$ cat src/rtl/prewrapper_seq.sv
// Sequencer for the prewrapper control unit: issues opcodes, tracks the controller state field,
// gates scan snapshots to the host and traps hung handshakes with a per-state watchdog.
module prewrapper_seq #(
  parameter int unsigned TIMEOUT = 4096,
  parameter int unsigned CNT_W   = 16
) (
  input  logic             clk,
  input  logic             reset,
  input  logic             start,
  input  logic             mode,
  input  logic [CNT_W-1:0] tick_count,
  input  logic [31:0]      ctrl_state,
  output logic [31:0]      ctrl_opcode,
  output logic             snap_valid,
  input  logic             snap_ack,
  output logic [CNT_W-1:0] snap_idx,
  output logic             busy,
  output logic             done,
  output logic             err,
  output logic [3:0]       err_state
);

  localparam int unsigned WdW = $clog2(TIMEOUT + 1);
  localparam logic [WdW-1:0] WdLast = WdW'(TIMEOUT - 1);

  localparam logic [31:0] OpNone  = 32'd0;
  localparam logic [31:0] OpInput = 32'd1;
  localparam logic [31:0] OpRun   = 32'd2;
  localparam logic [31:0] OpEndr  = 32'd3;
  localparam logic [31:0] OpTest  = 32'd4;
  localparam logic [31:0] OpNext  = 32'd5;
  localparam logic [31:0] OpEndt  = 32'd6;

  localparam logic [3:0] CsIdle      = 4'd0;
  localparam logic [3:0] CsInputRdy  = 4'd3;
  localparam logic [3:0] CsOutputVal = 4'd5;
  localparam logic [3:0] CsScanRd    = 4'd9;

  typedef enum logic [3:0] {
    StIdle   = 4'd0,
    StInput  = 4'd1,
    StRun    = 4'd2,
    StEndr   = 4'd3,
    StTest   = 4'd4,
    StSnap   = 4'd5,
    StNext   = 4'd6,
    StWaitRd = 4'd7,
    StEndt   = 4'd8,
    StDone   = 4'd9,
    StErr    = 4'd10
  } state_e;

  state_e           state_q, state_d;
  logic             mode_q, mode_d;
  logic [CNT_W-1:0] tc_q, tc_d;
  logic [CNT_W-1:0] idx_q, idx_d;
  logic [WdW-1:0]   wd_q, wd_d;
  logic [31:0]      op_q, op_d;
  logic             sv_q, sv_d;
  logic             busy_q, busy_d;
  logic             done_q, done_d;
  logic             err_q, err_d;
  logic [3:0]       err_state_q, err_state_d;

  logic [3:0] cs;
  logic       accept;
  logic       timed;

  assign cs = ctrl_state[3:0];

  logic unused_ctrl_state;
  assign unused_ctrl_state = ^ctrl_state[31:4];

  function automatic logic [31:0] op_of(state_e s);
    case (s)
      StInput: op_of = OpInput;
      StRun:   op_of = OpRun;
      StEndr:  op_of = OpEndr;
      StTest:  op_of = OpTest;
      StNext:  op_of = OpNext;
      StEndt:  op_of = OpEndt;
      default: op_of = OpNone;
    endcase
  endfunction

  always_comb begin
    state_d     = state_q;
    mode_d      = mode_q;
    tc_d        = tc_q;
    idx_d       = idx_q;
    wd_d        = wd_q;
    err_d       = err_q;
    err_state_d = err_state_q;
    accept      = 1'b0;

    case (state_q)
      StIdle, StDone, StErr: begin
        if (start) begin
          state_d = StInput;
          accept  = 1'b1;
        end else if (state_q == StDone) begin
          state_d = StIdle;
        end
      end
      StInput:  if (cs == CsInputRdy) state_d = mode_q ? StTest : StRun;
      StRun:    if (cs == CsOutputVal) state_d = StEndr;
      StEndr:   if (cs == CsIdle) state_d = StDone;
      StTest:   if (cs == CsScanRd) state_d = StSnap;
      StSnap:   if (snap_ack) state_d = (idx_q == tc_q) ? StEndt : StNext;
      StNext: begin
        // Hold NEXT until the controller has left SCAN_RD so a step is never counted twice.
        if (cs != CsScanRd) begin
          state_d = StWaitRd;
          idx_d   = idx_q + 1'b1;
        end
      end
      StWaitRd: if (cs == CsScanRd) state_d = StSnap;
      StEndt:   if (cs == CsIdle) state_d = StDone;
      default:  state_d = StIdle;
    endcase

    if (accept) begin
      mode_d = mode;
      tc_d   = tick_count;
      idx_d  = '0;
      err_d  = 1'b0;
    end

    // S_SNAP waits on the host, so it is deliberately excluded from the watchdog.
    timed = !(state_q inside {StIdle, StDone, StErr, StSnap});
    if (state_d != state_q || !timed) begin
      wd_d = '0;
    end else if (wd_q == WdLast) begin
      wd_d        = '0;
      state_d     = StErr;
      err_d       = 1'b1;
      err_state_d = state_q;
    end else begin
      wd_d = wd_q + 1'b1;
    end

    op_d   = op_of(state_d);
    sv_d   = (state_d == StSnap);
    busy_d = !(state_d inside {StIdle, StDone, StErr});
    done_d = (state_d == StDone);
  end

  always_ff @(posedge clk) begin
    if (!reset) begin
      state_q     <= StIdle;
      mode_q      <= 1'b0;
      tc_q        <= '0;
      idx_q       <= '0;
      wd_q        <= '0;
      op_q        <= OpNone;
      sv_q        <= 1'b0;
      busy_q      <= 1'b0;
      done_q      <= 1'b0;
      err_q       <= 1'b0;
      err_state_q <= 4'd0;
    end else begin
      state_q     <= state_d;
      mode_q      <= mode_d;
      tc_q        <= tc_d;
      idx_q       <= idx_d;
      wd_q        <= wd_d;
      op_q        <= op_d;
      sv_q        <= sv_d;
      busy_q      <= busy_d;
      done_q      <= done_d;
      err_q       <= err_d;
      err_state_q <= err_state_d;
    end
  end

  assign ctrl_opcode = op_q;
  assign snap_valid  = sv_q;
  assign snap_idx    = idx_q;
  assign busy        = busy_q;
  assign done        = done_q;
  assign err         = err_q;
  assign err_state   = err_state_q;

endmodule

$ cat config.mk
export PLATFORM = sky130hd
export DESIGN_NAME = prewrapper_seq
export DESIGN_NICKNAME = d
export VERILOG_FILES = /design/src/rtl/prewrapper_seq.sv
export SDC_FILE = /design/constraint.sdc
export NUM_CORES = 1
export LEC_CHECK = 0
export ABC_AREA = 1
export BUFFER_PORTS_ARGS = -buffer_cell sky130_fd_sc_hd__buf_4
export CAP_MARGIN = 20
export CORE_ASPECT_RATIO = 2
export CORE_UTILIZATION = 51
export DETAILED_ROUTE_END_ITERATION = 6
export HOLD_SLACK_MARGIN = 0.06
export PLACE_DENSITY = 0.89
export SLEW_MARGIN = 10
export SYNTH_ARGS = -nofsm -noshare
export SYNTH_HDL_FRONTEND = slang
export SYNTH_SLANG_ARGS = --single-unit
$ cat constraint.sdc
create_clock -name clk -period 3 [get_ports clk]
set_clock_uncertainty 0.15 [all_clocks]
set_input_delay 0 -clock clk [delete_from_list [all_inputs] [get_ports clk]]
set_output_delay 0 -clock clk [all_outputs]
set_load 0.005 [all_outputs]
Word-level counts from Yosys, hierarchy flattened

Cells that the tools add are included.

Bits in registers: 90
Output and inout port bits: 56
Word-level logic and storage cells: 74

Add/subtract/negate cells: 2
Equal/unequal tests: 26
Muxes and demuxes: 19
Bitwise logic cells: 2
Reductions and logical operators: 14

Operator list:

| operator                                                                 | number |
|---|---|
| 4-bit 2-to-1 mux                                                         | 11 |
| 4-bit by 3-bit equality test with 1-bit output (second input constant)   | 8 |
| 4-bit equality test (second input constant)                              | 7 |
| 4-bit one-hot mux with 7 select lines                                    | 1 |
| 4-bit by 2-bit equality test with 1-bit output (second input constant)   | 5 |
| 3-bit one-hot mux with 6 select lines                                    | 1 |
| 16-bit by 1-bit adder with 16-bit output (second input constant)         | 1 |
| 16-bit equality test                                                     | 1 |
| 13-bit by 1-bit adder with 13-bit output (second input constant)         | 1 |
| 13-bit by 12-bit equality test with 1-bit output (second input constant) | 1 |
| 4-bit logical NOT                                                        | 3 |
| 4-bit by 1-bit equality test with 1-bit output (second input constant)   | 2 |
| 2-bit OR reduction                                                       | 3 |
| 3-bit OR reduction                                                       | 2 |
| 1-bit 2-to-1 mux                                                         | 5 |
| 4-bit inequality test                                                    | 1 |
| 4-bit inequality test (second input constant)                            | 1 |
| 2-bit AND reduction                                                      | 2 |
| 4-bit nonzero test                                                       | 1 |
| 3-bit 2-to-1 mux                                                         | 1 |
| 3-bit nonzero test                                                       | 1 |
| 1-bit NOT                                                                | 2 |
| 1-bit logical NOT                                                        | 1 |
| 1-bit logical OR                                                         | 1 |

Depth between registers and ports, before layout

Gate-level depths: netlist of the first run.

Depth after elaboration: 10
Depth in mapped cells: 20

Least setup slack after synthesis of the first run

Ideal clock, no wire load.

Path type: register -> register
Start: register wd_q[0]
End: register wd_q[10]
Library setup time: 117 ps
Data arrival time: 1822 ps
Data required time: 2733 ps
Path slack: 911 ps
Stages on the path, launching flop included: 14
Path buffers: 1
Clock period less this slack: 2089 ps
Cells stage by stage: dfxtp_1 -> ha_1 -> nand2_1 -> nor2_1 -> inv_2 -> nor3_2 -> nand3_1 -> nor2_1 -> inv_1 -> nor3_1 -> nand2_1 -> nand4_2 -> buf_4 -> nor3b_2

Cells in the longest elaborated chain, start to end: 2
Elaborated cells between the ends (all ways): 3
Classes of those cells: add/sub (1); eq/ne (1); reduce/logical (1)

Ends and longest elaborated chain:

| item                                                                                             | line | text |
|---|---|---|
| start: declaration                                                                               | 57   | `logic [WdW-1:0] wd_q, wd_d;` |
| start signal: assignment                                                                         | 166  | `wd_q <= wd_d;` |
| parallel branches: the longest is 2 deep, another holds 13-bit by 1-bit adder with 13-bit output | --   |  |

Several ways; the timed one is not identified.
A chain may end at the register's enable or synchronous reset.

Worst setup path after layout of the first run

Start: input port ctrl_state[2]
End: register busy_q (netlist: busy)

Cells in the longest elaborated chain, start to end: 9
Elaborated cells between the ends (all ways): 20
Classes of those cells: eq/ne (7); mux (8); reduce/logical (5)

Ends and longest elaborated chain:

| item                                                            | line     | text |
|---|---|---|
| start: declaration                                              | 12       | `input logic [31:0] ctrl_state,` |
| 4-bit equality test (tied with other cells)                     | 108, 117 |  |
| 4-bit 2-to-1 mux (on tied branches)                             | --       |  |
| 4-bit one-hot mux with 7 select lines *                         | 96       | `case (state_q)` |
| 4-bit inequality test                                           | 131      | `if (state_d != state_q \|\| !timed) begin` |
| 1-bit logical OR                                                | 131      |  |
| 4-bit 2-to-1 mux *                                              | 131      |  |
| 4-bit equality test / 4-bit logical NOT (equally long branches) | 144      | `busy_d = !(state_d inside {StIdle, StDone, StErr});` |
| 3-bit nonzero test *                                            | 144      |  |
| 1-bit logical NOT *                                             | 144      |  |
| end signal: assignment                                          | 169      | `busy_q <= busy_d;` |
| end: declaration                                                | 60       | `logic busy_q, busy_d;` |

Mark *: on every way between the ends. The rest lies on a longest branch, timed or not.

==> out/results.txt, run 1 <==
status: finished clean
slew margin rel.: 0.6060
area of the multi-input gates: 1757 um^2
Vias: 3540
final design instance area without fill: 4424 um^2
Post-synth EDFFs: 0
Seq/Total Area, Yosys: 0.3595
CTS tree: yes
drt wl/cell: 15.68 um
critical path endpoint category: register
area post-placement: 3717 um^2
non-filler cells, final: 660
total power: 2.245 mW
placed insts: 604
final WL: 10350 um
drt initial violations: 282
router iterations before antenna repair: 5
Via density: 5.364
num rows: 41
hpwl dp: 5819 um
XOR/XNOR Fraction of Synth Area: 0.04899
most common cell after layout, fill and taps aside: nand2_1
slack of the critical path: 104.5 ps
DRC errors left: 0
CTS Buf Count: 9
HP Class: primary input to register
layout cells sized above 1: 0.2091
max_cap viols: 0
Filler cells: 437
fin crit share: 0.9652
htree depth: 3
Ports: 109
Area Overhead vs Synth: 30.24%
ANT nets after route: 0
first-pass GRT wire length: 15950 um
largest family of logic cells by synthesized area: simple AND/OR/NAND/NOR gates
worst vdd ir: 0.3713 mV
Root Buffer: clkbuf_16
dpl ws: 499.2 ps
mux cell area share after synthesis: 0
Setup Viol. Count Final: 0
hold slack: 145.8 ps
initial antenna violation count: 0
complex-gate fraction of the synthesized area: 0.08913
commonest non-fill, non-tap cells in the layout: 99 x nand2_1, 65 x nor2_1, 59 x dfxtp_1
clock latency on the worst-skew pair: 330 ps
FF+latch area: 1224 um^2
Critical Path RT: 3070 ps
Async S/R FF share, synth: 0
Worst EP arrival: 2960 ps
Initial Utilization: 0.5340
fmax: 345.4 MHz
count of final hold-check violations: 0
Die Wd: 59.71 um
yosys warns: 0
crit path time final: 2896 ps
core area: 6361 um^2
Chip Height: 117.4 um
Slew Viols, Final: 0
gpl congestion: 0.8999
die area: 7011 um^2
path type of the worst setup path: primary input to register
IO buf count: 51
Synth Instances: 478
ant diodes: 0
adder-cell area share of the yosys netlist: 0.007366
Simple-Gate Fraction of Synth Area: 0.3374
post-synthesis cell area: 3397 um^2
clock-pin slew on the worst setup and hold paths: 50 ps
Worst Path Max Fanout: 13
Slew @ Worst Pin: 589.5 ps
Lkg Pwr: 1.981 nW
Seq cells post-synth: 61
pin count of the biggest net entering global routing: 28
Clock Tree Buf Depth: 2
PD cells: 507.5 nW/um^2
number of global-route vias before repair: 3527
Most used DFF post-synth: dfxtp_1
Total GRT Usage: 0.3053
Avg Synthesized Cell Area: 7.107 um^2
startpoint types: primary input
total gr overflow: 0
Num Clock Sinks: 61
nets: 624
Netlist cell types: 38
worst max-delay path, stage by stage:
cell	delay, ps
dlygate4sd3_1	540
buf_4	150
nor2_1	90
nand2_1	90
dlygate4sd3_1	600
nand2_4	110
nand2_2	60
nor2_2	130
nand2_2	130
nand2_2	90
nand2_2	70
inv_2	70
nand2_4	60
nor2_8	110
nand3_4	170
nand2_1	160
inv_1	110
nor2_1	140
nor2_1	70
through the flow:
stage                     setup TNS, ps    util
after floorplan                       0       -
after global placement                0  0.5844
after detailed placement              0  0.5844
after CTS                             0  0.6904
after global routing             -46.37  0.6955
final                                 0  0.6955
power by group:
part | internal (mW) | switching [mW] | total, mW
sequential | 0.842 | 0.0253 | 0.867
combinational | 0.129 | 0.188 | 0.318
clock | 0.688 | 0.372 | 1.06
total | 1.66 | 0.586 | 2.25
synthesized netlist by cell type, types with 4 or more instances:
cell type / count / share of area
o21ai_1: 8 / 0.012
nor2_1: 66 / 0.073
inv_2: 11 / 0.012
nand4_1: 8 / 0.015
o21ai_0: 18 / 0.027
a21oi_1: 26 / 0.038
xor2_1: 19 / 0.049
clkbuf_1: 6 / 0.0066
dfxtp_1: 61 / 0.36
nor3_1: 6 / 0.0088
inv_1: 53 / 0.059
nand2_1: 99 / 0.11
nor2_2: 4 / 0.0074
buf_4: 31 / 0.069
nand3_1: 12 / 0.018
nand2_2: 10 / 0.018
metal layers:
metal	global-route usage	vias to the layer above	routed length (um)
met5	0	-	0
met2	0.5174	203	5564
met4	0.2587	0	688
met1	0.2620	1642	3343
li1	-	1628	-
met3	0.1125	67	755
sequential cells by signal (all words and copies together), names as in the netlist:
signal,flops
snap_valid,1
busy,1
snap_idx,16
done,1
err,1
tc_q,16
err_state,4
state_q,4
wd_q,13
ctrl_opcode,3
mode_q,1
layout make-up:
cell class | instances | area share
Inverter | 65 | 0.05628
Clock inverter | 3 | 0.009898
Sequential cell | 61 | 0.2766
Clock buffer | 13 | 0.05882
Timing Repair Buffer | 92 | 0.1770
Tap cell | 86 | 0.02432
Multi-Input combinational cell | 340 | 0.3971
kinds of logic after synthesis:
group / count (synthesis)
adder cells (fa/ha/maj): 2
AO/OA/AOI/OAI: 58
flip-flops: 61
buffers and inverters: 105
XOR/XNOR: 19
AND/OR/NAND/NOR: 232
other: 1
worst paths after layout:
check	startpoint	end	slack, ps	cells past startpoint
worst max-delay path	ctrl_state[2]	busy$_SDFF_PN0_	100	19
worst max register to register	state_q[3]$_SDFF_PN0_	tc_q[0]$_SDFFE_PN0P_	150	9
worst min-delay path	snap_ack	ctrl_opcode[1]$_SDFF_PN0_	150	5
worst min register to register	wd_q[0]$_SDFF_PP0_	wd_q[0]$_SDFF_PP0_	300	1
timing repair:
item	4_1_cts	5_1_grt
hold buffers	37	0
endpoints found under the hold margin	26	0
setup endpoints to repair	0	7
buffers inserted	0	3
gates resized for setup	0	4
Note: power is estimated with default switching activity, not from simulation.
==> inputs of run 2 (changes only) <==
--- a/config.mk
+++ b/config.mk
@@ -13,7 +13,7 @@
 export DETAILED_ROUTE_END_ITERATION = 6
 export HOLD_SLACK_MARGIN = 0.06
 export PLACE_DENSITY = 0.89
-export SLEW_MARGIN = 10
+export SLEW_MARGIN = 20
 export SYNTH_ARGS = -nofsm -noshare
 export SYNTH_HDL_FRONTEND = slang
 export SYNTH_SLANG_ARGS = --single-unit
==> constraint.sdc (replaced) <==
create_clock -name clk -period 3 [get_ports clk]
set_clock_uncertainty 0.15 [all_clocks]
set_input_delay 0.75 -clock clk [delete_from_list [all_inputs] [get_ports clk]]
set_output_delay 0.75 -clock clk [all_outputs]
set_load 0.005 [all_outputs]
==> run 2 against run 1 <==
Non-clock buffer count down 40. Count of clock-buffer cells in the layout unchanged. Cell count down 6.1%. Worst hold slack better by 150 ps. Routed wire length down 25%. Clock power about the same. Largest cell class unchanged.
==> out/results.txt, run 2 (synthesized netlist as in run 1, its figures left out) <==
Worst setup startpoint: state_q[1]$_SDFF_PN0_
RSZ-0062 raised after global routing: false
Initial Utilization: 0.5340
hpwl dp: 5696 um
PostCTS Resize Cnt: 0
most common cell after layout, fill and taps aside: nand2_1
DRC errors left: 0
Post-CTS Setup Bufs: 0
CTS tree: yes
total gr overflow: 0
gpl congestion: 0.8983
final design instance area without fill: 4021 um^2
num rows: 41
clock-pin slew on the worst setup and hold paths: 50 ps
drt wl/cell: 12.48 um
R2R depth: 14
initial antenna violation count: 0
Lkg Pwr: 1.811 nW
r2r startpoint: state_q[1]$_SDFF_PN0_
Via density: 5.006
IO buf count: 51
Num Clock Sinks: 61
number of global-route vias before repair: 2984
path type of the worst setup path: register to register
htree depth: 3
drt initial violations: 174
CTS Buf Count: 9
Most Frequent Cell on Critical Path: nand2_2
Critical Path RT: 3100 ps
die area: 7011 um^2
status: finished clean
area post-placement: 3717 um^2
first-pass GRT wire length: 12560 um
max_cap viols: 0
fin crit share: 0.8485
core area: 6361 um^2
Slew Viols, Final: 0
startpoint types: register
router iterations before antenna repair: 4
count of final hold-check violations: 0
Worst setup endpoint: wd_q[3]$_SDFF_PP0_
Slew @ Worst Pin: 541.7 ps
fmax: 392.9 MHz
worst vdd ir: 0.3720 mV
Ports: 109
nets: 584
hold bufs inserted after CTS: 0
ANT nets after route: 0
pin count of the biggest net entering global routing: 31
layout cells sized above 1: 0.2135
clock latency on the worst-skew pair: 340 ps
Worst Path Max Fanout: 12
commonest non-fill, non-tap cells in the layout: 99 x nand2_1, 66 x nor2_1, 61 x dfxtp_1
critical path endpoint category: register
Die Wd: 59.71 um
critical path's slowest cell: dfxtp_1
crit path time final: 2545 ps
Worst EP arrival: 2640 ps
Chip Height: 117.4 um
FF-to-FF setup slack: 450 ps
PD cells: 536.1 nW/um^2
Root Buffer: clkbuf_16
critical path's largest stage delay: 590 ps
Clock Tree Buf Depth: 2
Setup Viol. Count Final: 0
Critical Path, Cell by Cell: inv_2 > nand2_1 > nor2_1 > o21ai_1 > nand2_1 > nor2_4 > nand2_2 > nand2_2 > nand2_2 > inv_2 > nand2_4 > nor2_8 > nand4_2 > nor3b_1
r2r endpoint: wd_q[3]$_SDFF_PP0_
HP Class: register to register
ant diodes: 0
Total GRT Usage: 0.2374
slew margin rel.: 0.6380
Fin Setup TNS: 0 ps
Area Overhead vs Synth: 18.38%
final WL: 7739 um
Vias: 3104
run 2: critical path: cells and delay by family, from the launching register on:
family / cells / cell delay, ps
and+or+nand+nor: 11 / 1450
AOI/OAI and AO/OA: 1 / 90
buffers and inverters: 2 / 170
DFF: 1 / 590
run 2: worst min path at each step:
stage                             from            endpoint  slack [ps]  cells after the start
finish              wd_q[0]$_SDFF_PP0_  wd_q[0]$_SDFF_PP0_         290                      1
global route        wd_q[0]$_SDFF_PP0_  wd_q[0]$_SDFF_PP0_         310                      1
CTS                 wd_q[0]$_SDFF_PP0_  wd_q[0]$_SDFF_PP0_         300                      1
detailed placement  wd_q[0]$_SDFF_PP0_  wd_q[0]$_SDFF_PP0_         280                      1
global placement    wd_q[0]$_SDFF_PP0_  wd_q[0]$_SDFF_PP0_         280                      1
floorplan           wd_q[0]$_SDFF_PP0_  wd_q[0]$_SDFF_PP0_         270                      1
run 2: power by group:
group	leakage [nW]	internal, mW	switching [mW]	total [mW]
combinational	1.17	0.0872	0.149	0.236
clock	0.150	0.688	0.368	1.06
sequential	0.496	0.842	0.0218	0.864
total	1.81	1.62	0.539	2.16
run 2: cell type report:
cell class	instances	area, um^2
tap	86	107.6
sequential	61	1221
timing repair buffer	52	390.4
multi-input combinational	340	1749
fill	564	2340
inverter	65	249.0
clock inverter	3	43.79
clock buffer	13	260.3
run 2: metal layers:
metal | GRT usage | wire (um)
met5 | 0 | 0
met4 | 0.1744 | 403
met3 | 0.05513 | 348
met2 | 0.4368 | 4307
met1 | 0.2022 | 2680
run 2: metrics by stage:
| step | hold slack [ps] | power (mW) | cells | setup WS, ps | utilization |
|---|---|---|---|---|---|
| floorplan | 267.5 | 1.076 | 506 | 649.1 | - |
| finish | 291.6 | 2.156 | 620 | 454.5 | 0.6322 |
| global route | 312.6 | 2.225 | 620 | 240.7 | 0.6322 |
| CTS | 295.5 | 2.166 | 620 | 471.6 | 0.6322 |
| detailed placement | 284.3 | 1.114 | 604 | 208.2 | 0.5844 |
| global placement | 276.4 | 1.105 | 604 | 287.4 | 0.5844 |
